## src/rtl/layer_sequencer_pkg.sv

```systemverilog
// Shared types and helpers for the layer sequencer control slice.
package slac_ctrl_pkg;

  typedef enum logic [3:0] {
    IDLE,
    LOAD_W,
    WAIT_W,
    LOAD_A,
    WAIT_A,
    START,
    COMPUTE,
    GAP,
    DRAIN_REQ,
    DRAIN_WAIT,
    DRAIN_OUT,
    DONE
  } seq_state_t;

  localparam int unsigned CNT_W = 32;

  // Bits needed for a counter that spans 0..n-1 (never narrower than 1).
  function automatic int unsigned cnt_width(input int unsigned n);
    return (n <= 1) ? 1 : $clog2(n);
  endfunction

endpackage

```

## src/rtl/psum_drain_unit.sv

```systemverilog
// Reads NUM_PSUM words from the psum GLB and presents each one on a ready/valid stream.
module psum_drain_unit
  import slac_ctrl_pkg::*;
#(
  parameter int unsigned DATA_BITWIDTH = 16,
  parameter int unsigned ADDR_BITWIDTH = 10,
  parameter int unsigned NUM_PSUM      = 25,
  parameter int unsigned GLB_RD_LAT    = 1
) (
  input  logic                     clk,
  input  logic                     reset,
  input  logic                     start,
  output logic                     finished,
  output logic                     read_req_psum,
  output logic [ADDR_BITWIDTH-1:0] r_addr_psum,
  input  logic [DATA_BITWIDTH-1:0] r_data_psum,
  output logic                     out_valid,
  output logic [DATA_BITWIDTH-1:0] out_data,
  input  logic                     out_ready
);

  localparam int unsigned IDX_W = cnt_width(NUM_PSUM);
  localparam int unsigned LAT_W = cnt_width(GLB_RD_LAT);

  seq_state_t         state, state_next;
  logic [IDX_W-1:0]   idx;
  logic [LAT_W-1:0]   lat_cnt;
  logic               lat_last;
  logic               last_word;

  assign lat_last  = (lat_cnt == LAT_W'(GLB_RD_LAT - 1));
  assign last_word = (idx == IDX_W'(NUM_PSUM - 1));

  always_comb begin
    state_next = state;
    finished   = 1'b0;
    case (state)
      IDLE:       if (start) state_next = DRAIN_REQ;
      DRAIN_REQ:  state_next = DRAIN_WAIT;
      DRAIN_WAIT: if (lat_last) state_next = DRAIN_OUT;
      DRAIN_OUT: begin
        if (out_ready) begin
          state_next = last_word ? IDLE : DRAIN_REQ;
          finished   = last_word;
        end
      end
      default:    state_next = IDLE;
    endcase
  end

  always_ff @(posedge clk) begin
    if (reset) begin
      state    <= IDLE;
      idx      <= '0;
      lat_cnt  <= '0;
      out_data <= '0;
    end else begin
      state   <= state_next;
      lat_cnt <= (state == DRAIN_WAIT && !lat_last) ? lat_cnt + 1'b1 : '0;
      if (state == DRAIN_WAIT && lat_last)
        out_data <= r_data_psum;
      if (state == DRAIN_OUT && out_ready)
        idx <= last_word ? '0 : idx + 1'b1;
    end
  end

  assign read_req_psum = (state == DRAIN_REQ);
  assign r_addr_psum   = (state != IDLE) ? ADDR_BITWIDTH'(idx) : '0;
  assign out_valid     = (state == DRAIN_OUT);

endmodule

```

## src/rtl/layer_sequencer.sv

```systemverilog
// Control FSM for one convolution layer pass: spad loads, NUM_ITER computes, psum drain.
module layer_sequencer
  import slac_ctrl_pkg::*;
#(
  parameter int unsigned DATA_BITWIDTH  = 16,
  parameter int unsigned ADDR_BITWIDTH  = 10,
  parameter int unsigned NUM_PSUM       = 25,
  parameter int unsigned ITER_BITWIDTH  = 4,
  parameter int unsigned PULSE_CYCLES   = 2,
  parameter int unsigned GAP_CYCLES     = 4,
  parameter int unsigned GLB_RD_LAT     = 1,
  parameter int unsigned TIMEOUT_CYCLES = 4096
) (
  input  logic                     clk,
  input  logic                     reset,
  input  logic                     go,
  input  logic [ITER_BITWIDTH-1:0] num_iter,
  output logic                     load_spad_ctrl_wght,
  output logic                     load_spad_ctrl_iact,
  input  logic                     load_done,
  output logic                     pe_start,
  input  logic                     compute_done,
  output logic                     read_req_psum,
  output logic [ADDR_BITWIDTH-1:0] r_addr_psum,
  input  logic [DATA_BITWIDTH-1:0] r_data_psum,
  output logic                     out_valid,
  output logic [DATA_BITWIDTH-1:0] out_data,
  input  logic                     out_ready,
  output logic                     busy,
  output logic                     done,
  output logic                     timeout_err,
  output logic [CNT_W-1:0]         total_cycles,
  output logic [CNT_W-1:0]         compute_cycles
);

  localparam int unsigned PH_MAX = (PULSE_CYCLES > GAP_CYCLES) ? PULSE_CYCLES : GAP_CYCLES;
  localparam int unsigned PH_W   = cnt_width(PH_MAX);
  localparam int unsigned TO_W   = cnt_width(TIMEOUT_CYCLES);

  seq_state_t             state, state_next;
  logic [PH_W-1:0]        phase_cnt;
  logic [TO_W-1:0]        wait_cnt;
  logic [ITER_BITWIDTH-1:0] iter_cnt, num_iter_q;
  logic [ITER_BITWIDTH:0] iter_inc;
  logic                   load_prev, comp_prev, load_edge, comp_edge;
  logic                   pulse_last, gap_last, wait_last, to_fire;
  logic                   drain_start, drain_finished;

  assign load_edge  = load_done & ~load_prev;
  assign comp_edge  = compute_done & ~comp_prev;
  assign pulse_last = (phase_cnt == PH_W'(PULSE_CYCLES - 1));
  assign gap_last   = (phase_cnt == PH_W'(GAP_CYCLES - 1));
  assign wait_last  = (wait_cnt == TO_W'(TIMEOUT_CYCLES - 1));
  assign iter_inc   = {1'b0, iter_cnt} + 1'b1;

  // The whole drain is spent in DRAIN_REQ here; the drain unit steps through
  // its own REQ/WAIT/OUT states and reports back through drain_finished.
  always_comb begin
    state_next          = state;
    load_spad_ctrl_wght = 1'b0;
    load_spad_ctrl_iact = 1'b0;
    pe_start            = 1'b0;
    drain_start         = 1'b0;
    to_fire             = 1'b0;
    case (state)
      IDLE:   if (go) state_next = LOAD_W;
      LOAD_W: begin
        load_spad_ctrl_wght = 1'b1;
        if (pulse_last) state_next = WAIT_W;
      end
      WAIT_W: begin
        if (load_edge)      state_next = LOAD_A;
        else if (wait_last) begin to_fire = 1'b1; state_next = DONE; end
      end
      LOAD_A: begin
        load_spad_ctrl_iact = 1'b1;
        if (pulse_last) state_next = WAIT_A;
      end
      WAIT_A: begin
        if (load_edge) begin
          if (num_iter_q != '0) state_next = START;
          else begin state_next = DRAIN_REQ; drain_start = 1'b1; end
        end else if (wait_last) begin
          to_fire = 1'b1; state_next = DONE;
        end
      end
      START: begin
        pe_start = 1'b1;
        if (pulse_last) state_next = COMPUTE;
      end
      COMPUTE: begin
        if (comp_edge) begin
          if (iter_inc < {1'b0, num_iter_q}) state_next = GAP;
          else begin state_next = DRAIN_REQ; drain_start = 1'b1; end
        end else if (wait_last) begin
          to_fire = 1'b1; state_next = DONE;
        end
      end
      GAP:       if (gap_last) state_next = START;
      DRAIN_REQ: if (drain_finished) state_next = DONE;
      DONE:      state_next = IDLE;
      default:   state_next = IDLE;
    endcase
  end

  always_ff @(posedge clk) begin
    if (reset) begin
      state          <= IDLE;
      phase_cnt      <= '0;
      wait_cnt       <= '0;
      iter_cnt       <= '0;
      num_iter_q     <= '0;
      load_prev      <= 1'b0;
      comp_prev      <= 1'b0;
      timeout_err    <= 1'b0;
      total_cycles   <= '0;
      compute_cycles <= '0;
    end else begin
      state     <= state_next;
      phase_cnt <= (state_next == state) ? phase_cnt + 1'b1 : '0;
      wait_cnt  <= (state_next == state) ? wait_cnt + 1'b1 : '0;
      load_prev <= load_done;
      comp_prev <= compute_done;
      if (state == IDLE && go) begin
        num_iter_q     <= num_iter;
        iter_cnt       <= '0;
        timeout_err    <= 1'b0;
        total_cycles   <= '0;
        compute_cycles <= '0;
      end else begin
        if (to_fire)          timeout_err    <= 1'b1;
        if (state != IDLE)    total_cycles   <= total_cycles + 1'b1;
        if (state == COMPUTE) compute_cycles <= compute_cycles + 1'b1;
        if (state == COMPUTE && comp_edge) iter_cnt <= iter_cnt + 1'b1;
      end
    end
  end

  assign busy = (state != IDLE);
  assign done = (state == DONE);

  psum_drain_unit #(
    .DATA_BITWIDTH (DATA_BITWIDTH),
    .ADDR_BITWIDTH (ADDR_BITWIDTH),
    .NUM_PSUM      (NUM_PSUM),
    .GLB_RD_LAT    (GLB_RD_LAT)
  ) u_drain (
    .clk           (clk),
    .reset         (reset),
    .start         (drain_start),
    .finished      (drain_finished),
    .read_req_psum (read_req_psum),
    .r_addr_psum   (r_addr_psum),
    .r_data_psum   (r_data_psum),
    .out_valid     (out_valid),
    .out_data      (out_data),
    .out_ready     (out_ready)
  );

endmodule
```

## config.mk

```make
export PLATFORM = sky130hd
export DESIGN_NAME = layer_sequencer
export DESIGN_NICKNAME = d
export VERILOG_FILES = /design/src/rtl/layer_sequencer_pkg.sv /design/src/rtl/psum_drain_unit.sv /design/src/rtl/layer_sequencer.sv
export SDC_FILE = /design/constraint.sdc
export NUM_CORES = 1
export LEC_CHECK = 0
export BUFFER_PORTS_ARGS = -buffer_cell sky130_fd_sc_hd__buf_2
export CAP_MARGIN = 5
export CORE_MARGIN = 8
export CORE_UTILIZATION = 49
export CTS_CLUSTER_DIAMETER = 100
export DETAILED_ROUTE_END_ITERATION = 12
export GPL_TIMING_DRIVEN = 0
export PLACE_DENSITY_LB_ADDON = 0.3
export SETUP_SLACK_MARGIN = 0.02
export SLEW_MARGIN = 20
export SYNTH_ARGS = -nofsm -noshare
export SYNTH_HDL_FRONTEND = slang
export SYNTH_HIERARCHICAL = 1
export SYNTH_SLANG_ARGS = --single-unit
```

## constraint.sdc

```tcl
create_clock -name clk -period 2.2 [get_ports clk]
set_input_delay 0.33 -clock clk [delete_from_list [all_inputs] [get_ports clk]]
set_output_delay 0.33 -clock clk [all_outputs]
set_load 0.05 [all_outputs]
```

* Yosys cells after proc, flatten, opt, wreduce, memory -nomap -nowiden
Index checks and enable logic that the tools add are counted.
** Storage, ports and cells
- Register bits :: 119
- Input bits :: 26
- Output and inout bits :: 98
- Word-level logic and storage cells :: 99
** Operators by class
- $add $sub $neg :: 8
- Order comparisons :: 1
- Eq/ne operators :: 20
- Multiplexer cells :: 34
- Bitwise operators :: 7
- Reduce and logical (&&, ||, !) cells :: 15
** Operators with widths (count)
- 32-bit by 1-bit adder with 32-bit output (second input constant) :: 2
- 4-bit 2-to-1 mux :: 16
- 4-bit one-hot mux with 9 select lines :: 1
- 4-bit == test (second input constant) :: 5
- 4-bit by 3-bit == test with 1-bit output (second input constant) :: 4
- 4-bit one-hot mux with 4 select lines :: 1
- 12-bit by 1-bit adder with 12-bit output (second input constant) :: 1
- 12-bit == test (second input constant) :: 1
- 1-bit 2-to-1 mux :: 12
- 4-bit nonzero test :: 3
- 5-bit 2-to-1 mux :: 2
- 4-bit by 2-bit == test with 1-bit output (second input constant) :: 2
- 4-bit logical NOT :: 2
- 2-bit OR reduction :: 4
- 4-bit by 1-bit adder with 5-bit output (second input constant) :: 1
- 5-bit by 1-bit adder with 5-bit output (second input constant) :: 1
- 5-bit == test (second input constant) :: 1
- 1-bit logical AND :: 5
- 5-bit by 4-bit less-than comparator with 1-bit output :: 1
- 1-bit NOT :: 5
- 4-bit by 1-bit adder with 4-bit output (second input constant) :: 1
- 4-bit by 1-bit == test with 1-bit output (second input constant) :: 1
- 4-bit == test :: 1
- 2-bit != test (second input constant) :: 2
- 8 further kinds :: 10

* Longest topological paths before layout
- Word-level depth :: 8
- Depth in mapped cells :: 10
- Mapped depth without buffers :: 9

* Hierarchy
The synthesis kept the hierarchy.
** By module, submodules not included
- layer_sequencer :: instances 1, cells each 535, area an instance 4555.6 um^2, seq. area each 1861.8 um^2
- psum_drain_unit :: instances 1, cells each 137, area an instance 1137.3 um^2, seq. area each 500.5 um^2

* Worst setup path after synthesis
No wires, ideal clock.
- Kind :: register to output
- Start :: register, netlist name state[0]
- End :: output port load_spad_ctrl_wght
- Arrival time :: 2.338 ns
- Data required time :: 1.870 ns
- Setup slack :: -0.468 ns
- Cell stages (with the launch flop) :: 3
- Path buffers :: 1
- Path through :: dfxtp_1 > clkbuf_1 > nor4b_1
** RTL lines
- end, declared :: RTL line layer_sequencer.sv:18 : output logic load_spad_ctrl_wght,

==> impl_metrics.env <==
export IMPL_outcome="complete, no violations"
export IMPL_diodes=0
export IMPL_synth_main_ff_cell="dfxtp_1"
export IMPL_grt_max_degree=17
export IMPL_die_x_um=123.8
export IMPL_netlist_cell_type_count=58
export IMPL_post_place_ws_ps=-386.4
export IMPL_numPortBuffers=118
export IMPL_die_y_um=123.8
export IMPL_ir_worst_vdd_uv=556.5
export IMPL_post_route_period_util=0.9582
export IMPL_overflow=0
export IMPL_cp_depth=4
export IMPL_crit_start="state[3]"
export IMPL_grt_pass1_vias=5156
export IMPL_cp_endpoint="busy"
export IMPL_coreArea_um2=11370
export IMPL_ys_seq_area_frac=0.4149
export IMPL_worstSetupStartpointType="flip-flop"
export IMPL_clock_latency_ps=420
export IMPL_postSynth_asyncResetShare=0
export IMPL_placementRows=39
export IMPL_io_pins=124
export IMPL_power_leakage_nw=2.907
export IMPL_crit_slowest_cell="nor4_4"
export IMPL_worst_path_max_fanout=10
export IMPL_worst_pin_slew_ps=571.3
export IMPL_first_iter_violations=431
export IMPL_maxClockFrequency_mhz=474.4
export IMPL_reg2reg_depth=10
export IMPL_maxCapViolCount=0
export IMPL_cts_tree="yes"
export IMPL_r2r_slack_ps=90
export IMPL_ys_ff_latch=118
export IMPL_crit_arrival_ps=1780
export IMPL_synth_top_area_frac=0.4149
export IMPL_vias_per_cell=5.551
export IMPL_cp_buffers_inverters=3
export IMPL_clock_sinks=118
export IMPL_syn_to_final_growth_pct=29.76
export IMPL_drtPass1Iterations=5
export IMPL_dp_cells=938
export IMPL_cpPeakStageDelay_ps=420
export IMPL_timing_slew_headroom=0.6156
export IMPL_syn_cell_area_um2=5693
export IMPL_crit_type="reg2out"
export IMPL_path_cells="buf_2 > nor4_4 > clkinv_2 > buf_2"
export IMPL_cts_max_level=4
export IMPL_initial_core_util=0.5007
export IMPL_grt_util_all_layers=0.1942
export IMPL_routedWlPerCell_um=15.18
export IMPL_wl_um=14880
export IMPL_period_minus_slack_ps=2108
export IMPL_reg2reg_from="u_drain/state[0]"
export IMPL_final_setup_viol_count=0
export IMPL_fin_nets=862
export IMPL_die_area_um2=15320
export IMPL_ctsRootBufferMaster="clkbuf_16"
export IMPL_drv_slew=0
export IMPL_cts_buffers=17
export IMPL_finalWorstSetupSlack_ps=92.03
export IMPL_critPathRequiredTime_ps=1870
export IMPL_worstReg2RegEnd="wait_cnt[9]"
export IMPL_ant_nets=0
export IMPL_rsz0062_at_grt="no"
export IMPL_drc=0
export IMPL_drive_gt1_frac=0.2784
export IMPL_hold_class="in2reg"
export IMPL_synth_edf_count=0
export IMPL_end_kind="output port"
export IMPL_clockBufferDepth=2
export IMPL_yosysWarningCount=6
export IMPL_via_count=5440
export IMPL_hpwl_um=10470
export IMPL_grt_pass1_wl_um=23900
export IMPL_path_delay_family="buffers and inverters"
export IMPL_fin_setup_tns_ps=0
export IMPL_synth_cells=672
export IMPL_yosysTopAreaCell="dfxtp_1"
export IMPL_cp_common_cell="buf_2"
export IMPL_fin_skew_ps=7.798
export IMPL_avgSynthCellArea_um2=8.472
export IMPL_hold_viol_final=0
export IMPL_routabilityCongestion=0.8737
export IMPL_power_density_nw_per_um2=739.3
export IMPL_clk_pin_slew_ps=60
export IMPL_antenna_found_initial=0
export IMPL_instances_no_fill=980
export IMPL_netlist_top_cells_area="dfxtp_1 41%, xnor2_1 5.4%, nand2_1 4.8%, xor2_1 4.3%, nor2_1 4.3%"
kinds of logic (layout without fill, tap and decap cells):
family / after synthesis / in the layout / share of synthesized area
flip-flops: 118 / 118 / 0.4149
AND/OR/NAND/NOR: 319 / 319 / 0.3053
XOR/XNOR: 63 / 63 / 0.09692
AO/OA/AOI/OAI: 99 / 99 / 0.1042
buffers and inverters: 60 / 220 / 0.05208
multiplexers: 1 / 1 / 0.001758
other: 1 / 6 / 0.0006587
adder cells (fa/ha/maj): 11 / 11 / 0.02418
worst min-delay path by stage:
stage	cells after the start	slack (ps)	startpoint	endpoint
floorplan	1	400	reset	u_drain/idx[2]
global placement	2	440	u_drain/out_data[1]	u_drain/out_data[1]
detailed placement	2	450	u_drain/out_data[6]	u_drain/out_data[6]
CTS	3	130	r_data_psum[0]	u_drain/out_data[0]
global route	3	140	r_data_psum[0]	u_drain/out_data[0]
finish	3	140	r_data_psum[0]	u_drain/out_data[0]
flip-flops by register name (all words and copies together) (netlist names), 2 cells and up:
signal,cells
compute_cycles,32
iter_cnt,4
num_iter_q,4
phase_cnt,2
state,4
total_cycles,32
u_drain/idx,5
u_drain/out_data,16
u_drain/state,3
wait_cnt,12
worst reg2reg max path: cells and delay by family, from the launching register on:
kind	cells	cell delay [ps]
AOI/OAI and AO/OA	2	270
DFF	1	320
and+or+nand+nor	5	990
buffers and inverters	3	410
layer usage:
layer	share of wire	GRT usage	up-vias
li1	-	-	2670
met1	0.43	0.2237	2586
met2	0.49	0.3308	149
met3	0.055	0.04578	35
met4	0.025	0.09857	0
met5	0	0	-
power breakdown:
part           switching, mW  internal (mW)
sequential            0.0281           2.17
clock                  0.955           1.91
combinational          0.251          0.150
cell usage after synthesis, types with 3 or more instances:
cell type    n
dfxtp_1    118
nand2_1     73
nor2_1      65
a21oi_1     46
xnor2_1     35
nand3_1     32
xor2_1      28
nand4_1     23
nor4_1      21
o21ai_0     20
nor3_1      19
clkbuf_1    18
inv_1       17
and4_1      16
or3_1       15
buf_2       13
ha_1        11
nor2b_1     11
and3_1       8
buf_4        6
nand2b_1     6
a311oi_1     5
a31oi_1      4
and2_1       4
buf_6        4
nor3b_1      4
o21a_1       4
a21o_1       3
o31a_1       3
cell type report:
| class | instances | area [µm²] |
|---|---|---|
| timing repair buffer | 130 | 701.9 |
| fill | 953 | 3983 |
| tap | 143 | 178.9 |
| multi-input combinational | 499 | 3193 |
| inverter | 18 | 68.82 |
| clock buffer | 22 | 494.2 |
| buffer | 41 | 254.0 |
| sequential | 118 | 2374 |
| clock inverter | 9 | 122.6 |
repair_timing:
action / 4_1_cts / 5_1_grt
hold buffers: 0 / 0
pin swaps: 4 / 6
gates resized for setup: 21 / 22
cloned: 1 / 0
setup endpoints to repair: 81 / 73
setup buffers: 7 / 4
metrics by stage:
step | power (mW) | utilization | area (µm²) | hold slack [ps]
after floorplan | 2.480 | - | 5758 | 402.1
after global placement | 2.575 | 0.5741 | 6528 | 440.4
after detailed placement | 2.583 | 0.5741 | 6528 | 450.4
after CTS | 5.489 | 0.6421 | 7301 | 129.4
after global routing | 5.645 | 0.6497 | 7387 | 137.0
final | 5.461 | 0.6497 | 7387 | 142.1
cell usage in the layout, fill, tap and decap left out, types with 3 or more instances in the layout:
master     instances
ha_1              10
nand4_1           23
inv_1             17
o21a_1             3
a21oi_1           45
buf_4             18
nor3_1            17
o21ai_0           18
dfxtp_1          109
or3_1             15
nand2b_1           6
a21o_1             3
nor3b_1            3
clkbuf_1          12
nor4_2             3
xnor2_1           35
and2_1             4
nor4_1            17
buf_2            122
o31a_1             3
nor2_1            64
a31oi_1            4
dfxtp_2            9
conb_1             6
clkbuf_16         17
and4_1            15
clkbuf_4           7
a311oi_1           4
clkbuf_2           5
clkinv_2           6
nand3_1           32
bufinv_16          3
and3_1             8
nand2_1           72
buf_6              6
xor2_1            28
clkbuf_8           5
nor2b_1            9
Power figures use the tool's default switching activity.
